===== src/rtl/clock_share_pkg.sv =====
// Shared types, default sizing and round-robin selection for clock_share_arbiter.
package clock_share_pkg;

  localparam int CS_NREQ  = 4;
  localparam int CS_WIDTH = 16;
  localparam int CS_BURST = 8;
  localparam int RR_MAX   = 32;

  typedef enum logic [1:0] {
    ST_IDLE = 2'd0,
    ST_LOAD = 2'd1,
    ST_RUN  = 2'd2
  } cs_state_e;

  typedef struct packed {
    logic       found;
    logic [4:0] idx;
  } rr_pick_t;

  // First requester strictly after 'last', wrapping; 'last' itself is checked last.
  function automatic rr_pick_t rr_select(input logic [RR_MAX-1:0] req,
                                         input logic [4:0]        last,
                                         input logic [5:0]        n);
    rr_pick_t   res;
    logic [5:0] idx;
    res.found = 1'b0;
    res.idx   = 5'd0;
    for (int i = 1; i <= RR_MAX; i++) begin
      idx = {1'b0, last} + 6'(i);
      if (idx >= n) begin
        idx = idx - n;
      end else begin
        idx = idx;
      end
      if (!res.found && (6'(i) <= n) && req[idx[4:0]]) begin
        res.found = 1'b1;
        res.idx   = idx[4:0];
      end else begin
        res = res;
      end
    end
    return res;
  endfunction

endpackage


===== src/rtl/even_period_divider.sv =====
// Even-period square-wave generator: N/2 cycles high then N/2 low, with a
// flag registered for the last low cycle of every period.
module even_period_divider
  import clock_share_pkg::*;
#(
  parameter int WIDTH = CS_WIDTH
) (
  input  logic             Clock,
  input  logic             Reset,
  input  logic             load,
  input  logic             enable,
  input  logic [WIDTH-1:0] half,
  output logic             out,
  output logic             period_end
);

  logic [WIDTH-1:0] cnt_r, cnt_s, last_s;
  logic             out_r, out_s;
  logic             started_r, started_s;
  logic             end_r, end_s;

  // Next phase position; the first enabled cycle after a clear starts high.
  always_comb begin
    last_s    = half - {{(WIDTH-1){1'b0}}, 1'b1};
    cnt_s     = {WIDTH{1'b0}};
    out_s     = 1'b0;
    started_s = 1'b0;
    end_s     = 1'b0;
    if (load || !enable) begin
      cnt_s     = {WIDTH{1'b0}};
      out_s     = 1'b0;
      started_s = 1'b0;
    end else if (!started_r) begin
      out_s     = 1'b1;
      started_s = 1'b1;
    end else begin
      started_s = 1'b1;
      if (cnt_r == last_s) begin
        cnt_s = {WIDTH{1'b0}};
        out_s = ~out_r;
      end else begin
        cnt_s = cnt_r + {{(WIDTH-1){1'b0}}, 1'b1};
        out_s = out_r;
      end
      end_s = !out_s && (cnt_s == last_s);
    end
  end

  // Phase registers; reset drops the output immediately.
  always_ff @(posedge Clock or negedge Reset) begin
    if (!Reset) begin
      cnt_r     <= {WIDTH{1'b0}};
      out_r     <= 1'b0;
      started_r <= 1'b0;
      end_r     <= 1'b0;
    end else begin
      cnt_r     <= cnt_s;
      out_r     <= out_s;
      started_r <= started_s;
      end_r     <= end_s;
    end
  end

  assign out        = out_r;
  assign period_end = end_r;

endmodule


===== src/rtl/clock_share_arbiter.sv =====
// Round-robin owner of a shared divided clock, released after BURST periods.
// Define CLKSHARE_ERR_CHECK_EN to reject odd or sub-2 periods with an Err pulse.
module clock_share_arbiter
  import clock_share_pkg::*;
#(
  parameter int NREQ  = CS_NREQ,
  parameter int WIDTH = CS_WIDTH,
  parameter int BURST = CS_BURST
) (
  input  logic                  Clock,
  input  logic                  Reset,
  input  logic [NREQ-1:0]       Req,
  input  logic [NREQ*WIDTH-1:0] DivN,
  output logic [NREQ-1:0]       Grant,
  output logic                  OUT,
  output logic                  Busy,
  output logic                  Period_done,
  output logic                  Err
);

  localparam int IDXW = (NREQ > 1) ? $clog2(NREQ) : 1;

  cs_state_e         state_r, state_s;
  logic [IDXW-1:0]   owner_r, last_owner_r, win_s, owner_next_s;
  logic [WIDTH-1:0]  n_latched_r, period_cnt_r, cnt_inc_s, win_n_s, cand_n_s, half_s;
  logic [NREQ-1:0]   grant_r, grant_s;
  logic              busy_r, busy_s, err_r, err_s;
  logic [RR_MAX-1:0] req_ext_s;
  rr_pick_t          rr_s;
  logic              found_s, illegal_s, release_s, arb_s, take_s;
  logic              out_s, period_end_s;

  // Winner search, its period check and the period-end release decision.
  always_comb begin
    req_ext_s            = {RR_MAX{1'b0}};
    req_ext_s[NREQ-1:0]  = Req;
    rr_s                 = rr_select(req_ext_s, 5'(last_owner_r), 6'(NREQ));
    found_s              = rr_s.found && (rr_s.idx < 5'(NREQ));
    win_s                = rr_s.idx[IDXW-1:0];
    win_n_s              = DivN[int'(win_s)*WIDTH +: WIDTH];
`ifdef CLKSHARE_ERR_CHECK_EN
    illegal_s = win_n_s[0] || (win_n_s < WIDTH'(2));
    cand_n_s  = win_n_s;
`else
    illegal_s = 1'b0;
    if (win_n_s < WIDTH'(2)) begin
      cand_n_s = WIDTH'(2);
    end else begin
      cand_n_s = {win_n_s[WIDTH-1:1], 1'b0};
    end
`endif
    if (period_cnt_r == WIDTH'(BURST)) begin
      cnt_inc_s = period_cnt_r;
    end else begin
      cnt_inc_s = period_cnt_r + WIDTH'(1);
    end
    release_s = period_end_s && ((cnt_inc_s == WIDTH'(BURST)) || !Req[owner_r]);
    arb_s     = (state_r == ST_IDLE) || ((state_r == ST_RUN) && release_s);
    take_s    = arb_s && found_s && !illegal_s;
    half_s    = n_latched_r >> 1;
  end

  // Next-state logic.
  always_comb begin
    state_s = ST_IDLE;
    case (state_r)
      ST_IDLE: begin
        if (take_s) state_s = ST_LOAD;
        else        state_s = ST_IDLE;
      end
      ST_LOAD: state_s = ST_RUN;
      ST_RUN: begin
        if (!release_s)  state_s = ST_RUN;
        else if (take_s) state_s = ST_LOAD;
        else             state_s = ST_IDLE;
      end
      default: state_s = ST_IDLE;
    endcase
  end

  // Output values for the coming cycle, registered below.
  always_comb begin
    if (take_s) begin
      owner_next_s = win_s;
    end else begin
      owner_next_s = owner_r;
    end
    if (state_s != ST_IDLE) begin
      grant_s = {{(NREQ-1){1'b0}}, 1'b1} << owner_next_s;
    end else begin
      grant_s = {NREQ{1'b0}};
    end
    busy_s = (state_s != ST_IDLE);
    err_s  = arb_s && found_s && illegal_s;
  end

  // State register.
  always_ff @(posedge Clock or negedge Reset) begin
    if (!Reset) state_r <= ST_IDLE;
    else        state_r <= state_s;
  end

  // Ownership, latched period, burst count and registered outputs.
  always_ff @(posedge Clock or negedge Reset) begin
    if (!Reset) begin
      owner_r      <= {IDXW{1'b0}};
      last_owner_r <= IDXW'(NREQ - 1);
      n_latched_r  <= {WIDTH{1'b0}};
      period_cnt_r <= {WIDTH{1'b0}};
      grant_r      <= {NREQ{1'b0}};
      busy_r       <= 1'b0;
      err_r        <= 1'b0;
    end else begin
      if (take_s) begin
        owner_r      <= win_s;
        last_owner_r <= win_s;
        n_latched_r  <= cand_n_s;
        period_cnt_r <= {WIDTH{1'b0}};
      end else if (err_s) begin
        last_owner_r <= win_s;
      end else if ((state_r == ST_RUN) && period_end_s) begin
        period_cnt_r <= cnt_inc_s;
      end else begin
        period_cnt_r <= period_cnt_r;
      end
      grant_r <= grant_s;
      busy_r  <= busy_s;
      err_r   <= err_s;
    end
  end

  even_period_divider #(.WIDTH(WIDTH)) u_div (
    .Clock      (Clock),
    .Reset      (Reset),
    .load       (take_s),
    .enable     (state_s == ST_RUN),
    .half       (half_s),
    .out        (out_s),
    .period_end (period_end_s)
  );

  assign Grant       = grant_r;
  assign OUT         = out_s;
  assign Busy        = busy_r;
  assign Period_done = period_end_s;
  assign Err         = err_r;

endmodule


===== config.mk =====
export PLATFORM = sky130hd
export DESIGN_NAME = clock_share_arbiter
export DESIGN_NICKNAME = d
export VERILOG_FILES = /design/src/rtl/clock_share_pkg.sv /design/src/rtl/even_period_divider.sv /design/src/rtl/clock_share_arbiter.sv
export SDC_FILE = /design/constraint.sdc
export NUM_CORES = 1
export LEC_CHECK = 0
export ABC_AREA = 1
export CAP_MARGIN = 5
export CORE_MARGIN = 1.5
export CORE_UTILIZATION = 40
export CTS_CLUSTER_SIZE = 40
export DETAILED_ROUTE_END_ITERATION = 12
export PLACE_DENSITY = 0.65
export REMOVE_ABC_BUFFERS = 1
export SLEW_MARGIN = 10
export SYNTH_ARGS = -nofsm -noshare
export SYNTH_HDL_FRONTEND = slang
export SYNTH_SLANG_ARGS = --single-unit
export TNS_END_PERCENT = 50

===== constraint.sdc =====
create_clock -name Clock -period 2.9 [get_ports Clock]
set_input_delay 0.435 -clock Clock [delete_from_list [all_inputs] [get_ports Clock]]
set_output_delay 0.435 -clock Clock [all_outputs]
set_load 0.005 [all_outputs]

==> summary.txt <==
Logic synthesis
  – Post-synth EDFFs: 0
  – Syn avg cell area: between 6 and 7 µm²
  – Largest cells by area after synthesis: dfrtp_1, nand2_1, nand3_1
  – Synth async-reset ratio: 100%
  – Post-synthesis sequential area ratio: between 20% and 30%
  – Synth Register Bits: 61
  – Synth top area share: 28.3%
  – Cell area after synthesis: around 5200 µm²
  – Predominant post-synthesis flop cell: dfrtp_1
  – Ys Warns: 0
  – Largest area contributor in the netlist: dfrtp_1
  – Yosys cell types: 36
  – Cells after Synth: 811

GRT
  – Grt total ovfl: 0
  – Largest net degree at the start of global routing: just over 60
  – Vias in the first global route: 4985
  – Global-route wire length before repair: 23500 µm
  – Global-route usage over all layers: a little over a fifth
  – Initial antenna violation count: 0

Detailed routing
  – Routed met3 length: 528 µm
  – Final wirelength: 13700 µm
  – Via/cell ratio: 4.91
  – Met1 Wirelength: 6470 µm
  – Drc violations: 0
  – Met2 Routed Length: 6570 µm
  – DRT iter0 DRCs: about 310
  – Avg WL per Cell: 12.9 µm
  – Top Metal Used: met4
  – Routed Antenna Nets: 0
  – Drt first pass iters: 5
  – Routed via count: 5224

Setup path
  – Delay-heaviest family, CP: simple AND/OR/NAND/NOR gates
  – Critical Path Start Type: flop
  – CP Max Fanout: 21
  – WP buf/inv: 4
  – Max incr delay on CP: 0.53 ns
  – Critical path arrival: roughly 2.9 ns
  – Worst EP required: 3.16 ns
  – Setup Crit Path Kind: flop to flop
  – CP endpoint kind: flop
  – Crit path cell chain: inv_1 -> ha_4 -> inv_1 -> nand3_1 -> nand3_2 -> o21ai_2 -> inv_1 -> nand2_2 -> buf_8 -> nand3b_1 -> nand3_1 -> nand2_1 -> nor2_1 -> nand2_1 -> nor2_1 -> nand2_1 -> a21oi_1
  – Slowest cell on the critical path: dfstp_2

Clock network
  – Hold_buf cts: 0
  – Clock Path Buffers: 2
  – TritonCTS clock tree: built
  – H-tree depth: 3
  – Worst skew pair latency: around 0.34 ns
  – Num Clock Sinks: 61
  – CTS Root Buffer Type: clkbuf_16
  – TritonCTS buffer count: 9
  – Clock-pin slew on the worst setup and hold paths: 0.06 ns

Timing
  – RSZ-0062 raised after global routing: yes
  – Final Cycle Share: 89.9%
  – FMAX: about 380 MHz
  – Clock skew: 0.00555 ns
  – Setup TNS: 0 ns
  – Fin crit period: 2.61 ns
  – Count of final hold-check violations: 0
  – Normalized max-slew margin: 45.8%
  – Slew @ Worst Pin: 0.813 ns
  – Endpoints failing setup: 0
  – Final Max Tran Viols: 0

Layout
  – Fraction of layout instances using a drive strength above 1: 10.2%
  – Fill count: 1270
  – Ant diodes: 0
  – Nets@finish: 967
  – Register area: 1530 µm²
  – Finished Layout Cells: 1065
  – Multi-input combinational cell area: 3170 µm²
  – Layout area overhead: 25.6%

Place
  – Final GP Congestion: just under 0.9
  – Port Buffer Count: 72
  – Dpl hpwl: 10700 µm
  – Post-Place Cells: 1049

Min path
  – Worst Hold Class: input port to asynchronous set/reset pin

Floorplan
  – Std-Cell Rows: 41
  – Total Die Area: 13700 µm²
  – Die width: 117 µm
  – Core Footprint: about 13000 µm²
  – Initial core utilization: 41.2%
  – Top-level port count: 78
  – Die Y: between 100 and 150 µm

Run
  – Max-cap viol count: 0

Pwr
  – Comb pwr share: 66.6%
  – PwrDens: 1120 nW/µm²
  – P_sw: 0.00365 W
  – Sequential power share: 17.5%
  – Internal power: 0.00372 W
  – Sw Ratio: 49.6%
  – Static leakage: 3.20 nW
  – VDD IR-drop max: 0.796 mV
  – Clock power frac: about 16%

Outcome
  – Status: finished clean
worst reg2reg max path, cell delays in order (launching register included):
cell and delay [ns]:
dfstp_2 0.53, inv_1 0.12, ha_4 0.31, inv_1 0.06
nand3_1 0.09, nand3_2 0.13, o21ai_2 0.18, inv_1 0.06
nand2_2 0.14, buf_8 0.19, nand3b_1 0.10, nand3_1 0.12
nand2_1 0.08, nor2_1 0.10, nand2_1 0.05, nor2_1 0.09
nand2_1 0.06, a21oi_1 0.12
timing repair:
action,in CTS,in global routing
setup endpoints to repair,0,2
gates resized for setup,0,12
setup buffers,0,0
synth_stat cells (2+ instances only):
cell type and instances:
nand2_1 239, nand3_1 110, inv_1 103, nor2_1 87
dfrtp_1 59, xor2_1 29, nand3b_1 26, o21ai_0 23
nand4_1 16, nand2_2 13, nor2_2 10, ha_1 9
a211oi_1 8, buf_4 8, a21oi_1 7, buf_2 7
nand3_2 7, nor3_1 7, clkbuf_1 6, inv_2 6
nor2_4 6, o21ai_1 6, buf_6 3, dfstp_2 2
nand2_4 2, xnor2_1 2
flip-flops by register name, indices dropped and copies added, names as in the netlist, 2 cells and up:
| signal | count |
|---|---|
| u_div.cnt_r | 16 |
| period_cnt_r | 16 |
| Grant | 4 |
| n_latched_r | 15 |
| last_owner_r | 2 |
| owner_r | 2 |
| state_r | 2 |
per-layer routing:
metal | vias up | global-route usage (%)
li1 | 2727 | -
met1 | 2386 | 28.0
met2 | 98 | 37.4
met3 | 13 | 4.74
met4 | 0 | 5.46
met5 | - | 0
through the flow:
step / area (µm²) / power (W) / hold WS, ns / utilization (%) / worst slack, ns
after global placement: 6170 / 0.00603 / 0.545 / 48.7 / 0.159
after global routing: 6560 / 0.00816 / 0.342 / 51.8 / -0.0157
final: 6560 / 0.00737 / 0.264 / 51.8 / 0.294
after CTS: 6500 / 0.00727 / 0.309 / 51.3 / 0.125
after floorplan: 5070 / 0.00447 / 0.139 / - / -0.314
after detailed placement: 6170 / 0.00607 / 0.548 / 48.7 / 0.141
power groups by stage:
stage	clock, W	sequential, W	combinational, W
finish	0.00118	0.00129	0.00491
global placement	0	0.00130	0.00473
CTS	0.00120	0.00129	0.00478
floorplan	0	0.00128	0.00319
detailed placement	0	0.00130	0.00477
global route	0.00123	0.00131	0.00561
path summary, 6_finish.rpt:
check | from | end | slack (ns) | cells after the start
worst max-delay path | last_owner_r[1] | n_latched_r[1] | 0.29 | 17
worst min-delay path | Reset | Grant[0] | 0.26 | 2
worst max register to register | last_owner_r[1] | n_latched_r[1] | 0.29 | 17
worst min register to register | period_cnt_r[13] | period_cnt_r[13] | 0.55 | 2
max in group asynchronous | Reset | u_div.cnt_r[2] | 2.10 | 2
min in group Clock | period_cnt_r[13] | period_cnt_r[13] | 0.55 | 2
kinds of logic (layout without fill, tap and decap cells):
logic type,Yosys count,after routing,share of synthesized area [%]
other,1,1,0.0718
buffers and inverters,134,216,10.8
and+or+nand+nor,527,527,47.0
DFF,61,61,29.3
adders and majority gates,9,9,2.16
AOI/OAI and AO/OA,47,47,5.06
xor gates and xnor gates,32,32,5.63
placed cells by master, fill, tap and decap left out, types with 3 or more instances in the layout:
cell type	count
a211oi_1	8
nor2_1	86
nand3b_1	26
nand3_1	110
ha_1	7
clkdlybuf4s50_1	71
xor2_1	29
inv_2	6
nor2_4	6
inv_1	103
nand3_2	7
nand2_1	238
buf_12	3
o21ai_1	5
dfrtp_1	59
nor2_2	11
o21ai_0	23
clkbuf_16	9
buf_4	12
nor3_1	7
a21oi_1	7
nand2_2	14
nand4_1	16
area by class of cell:
type	count	share of cell area, %
clock buffers	10	3.64
clock inverters	6	1.32
inverters	110	6.30
multi-input cells	616	48.3
flip-flops and latches	61	23.3
well taps	172	3.28
repair buffers	90	13.8
No activity file was read; power rests on OpenSTA's default activity.
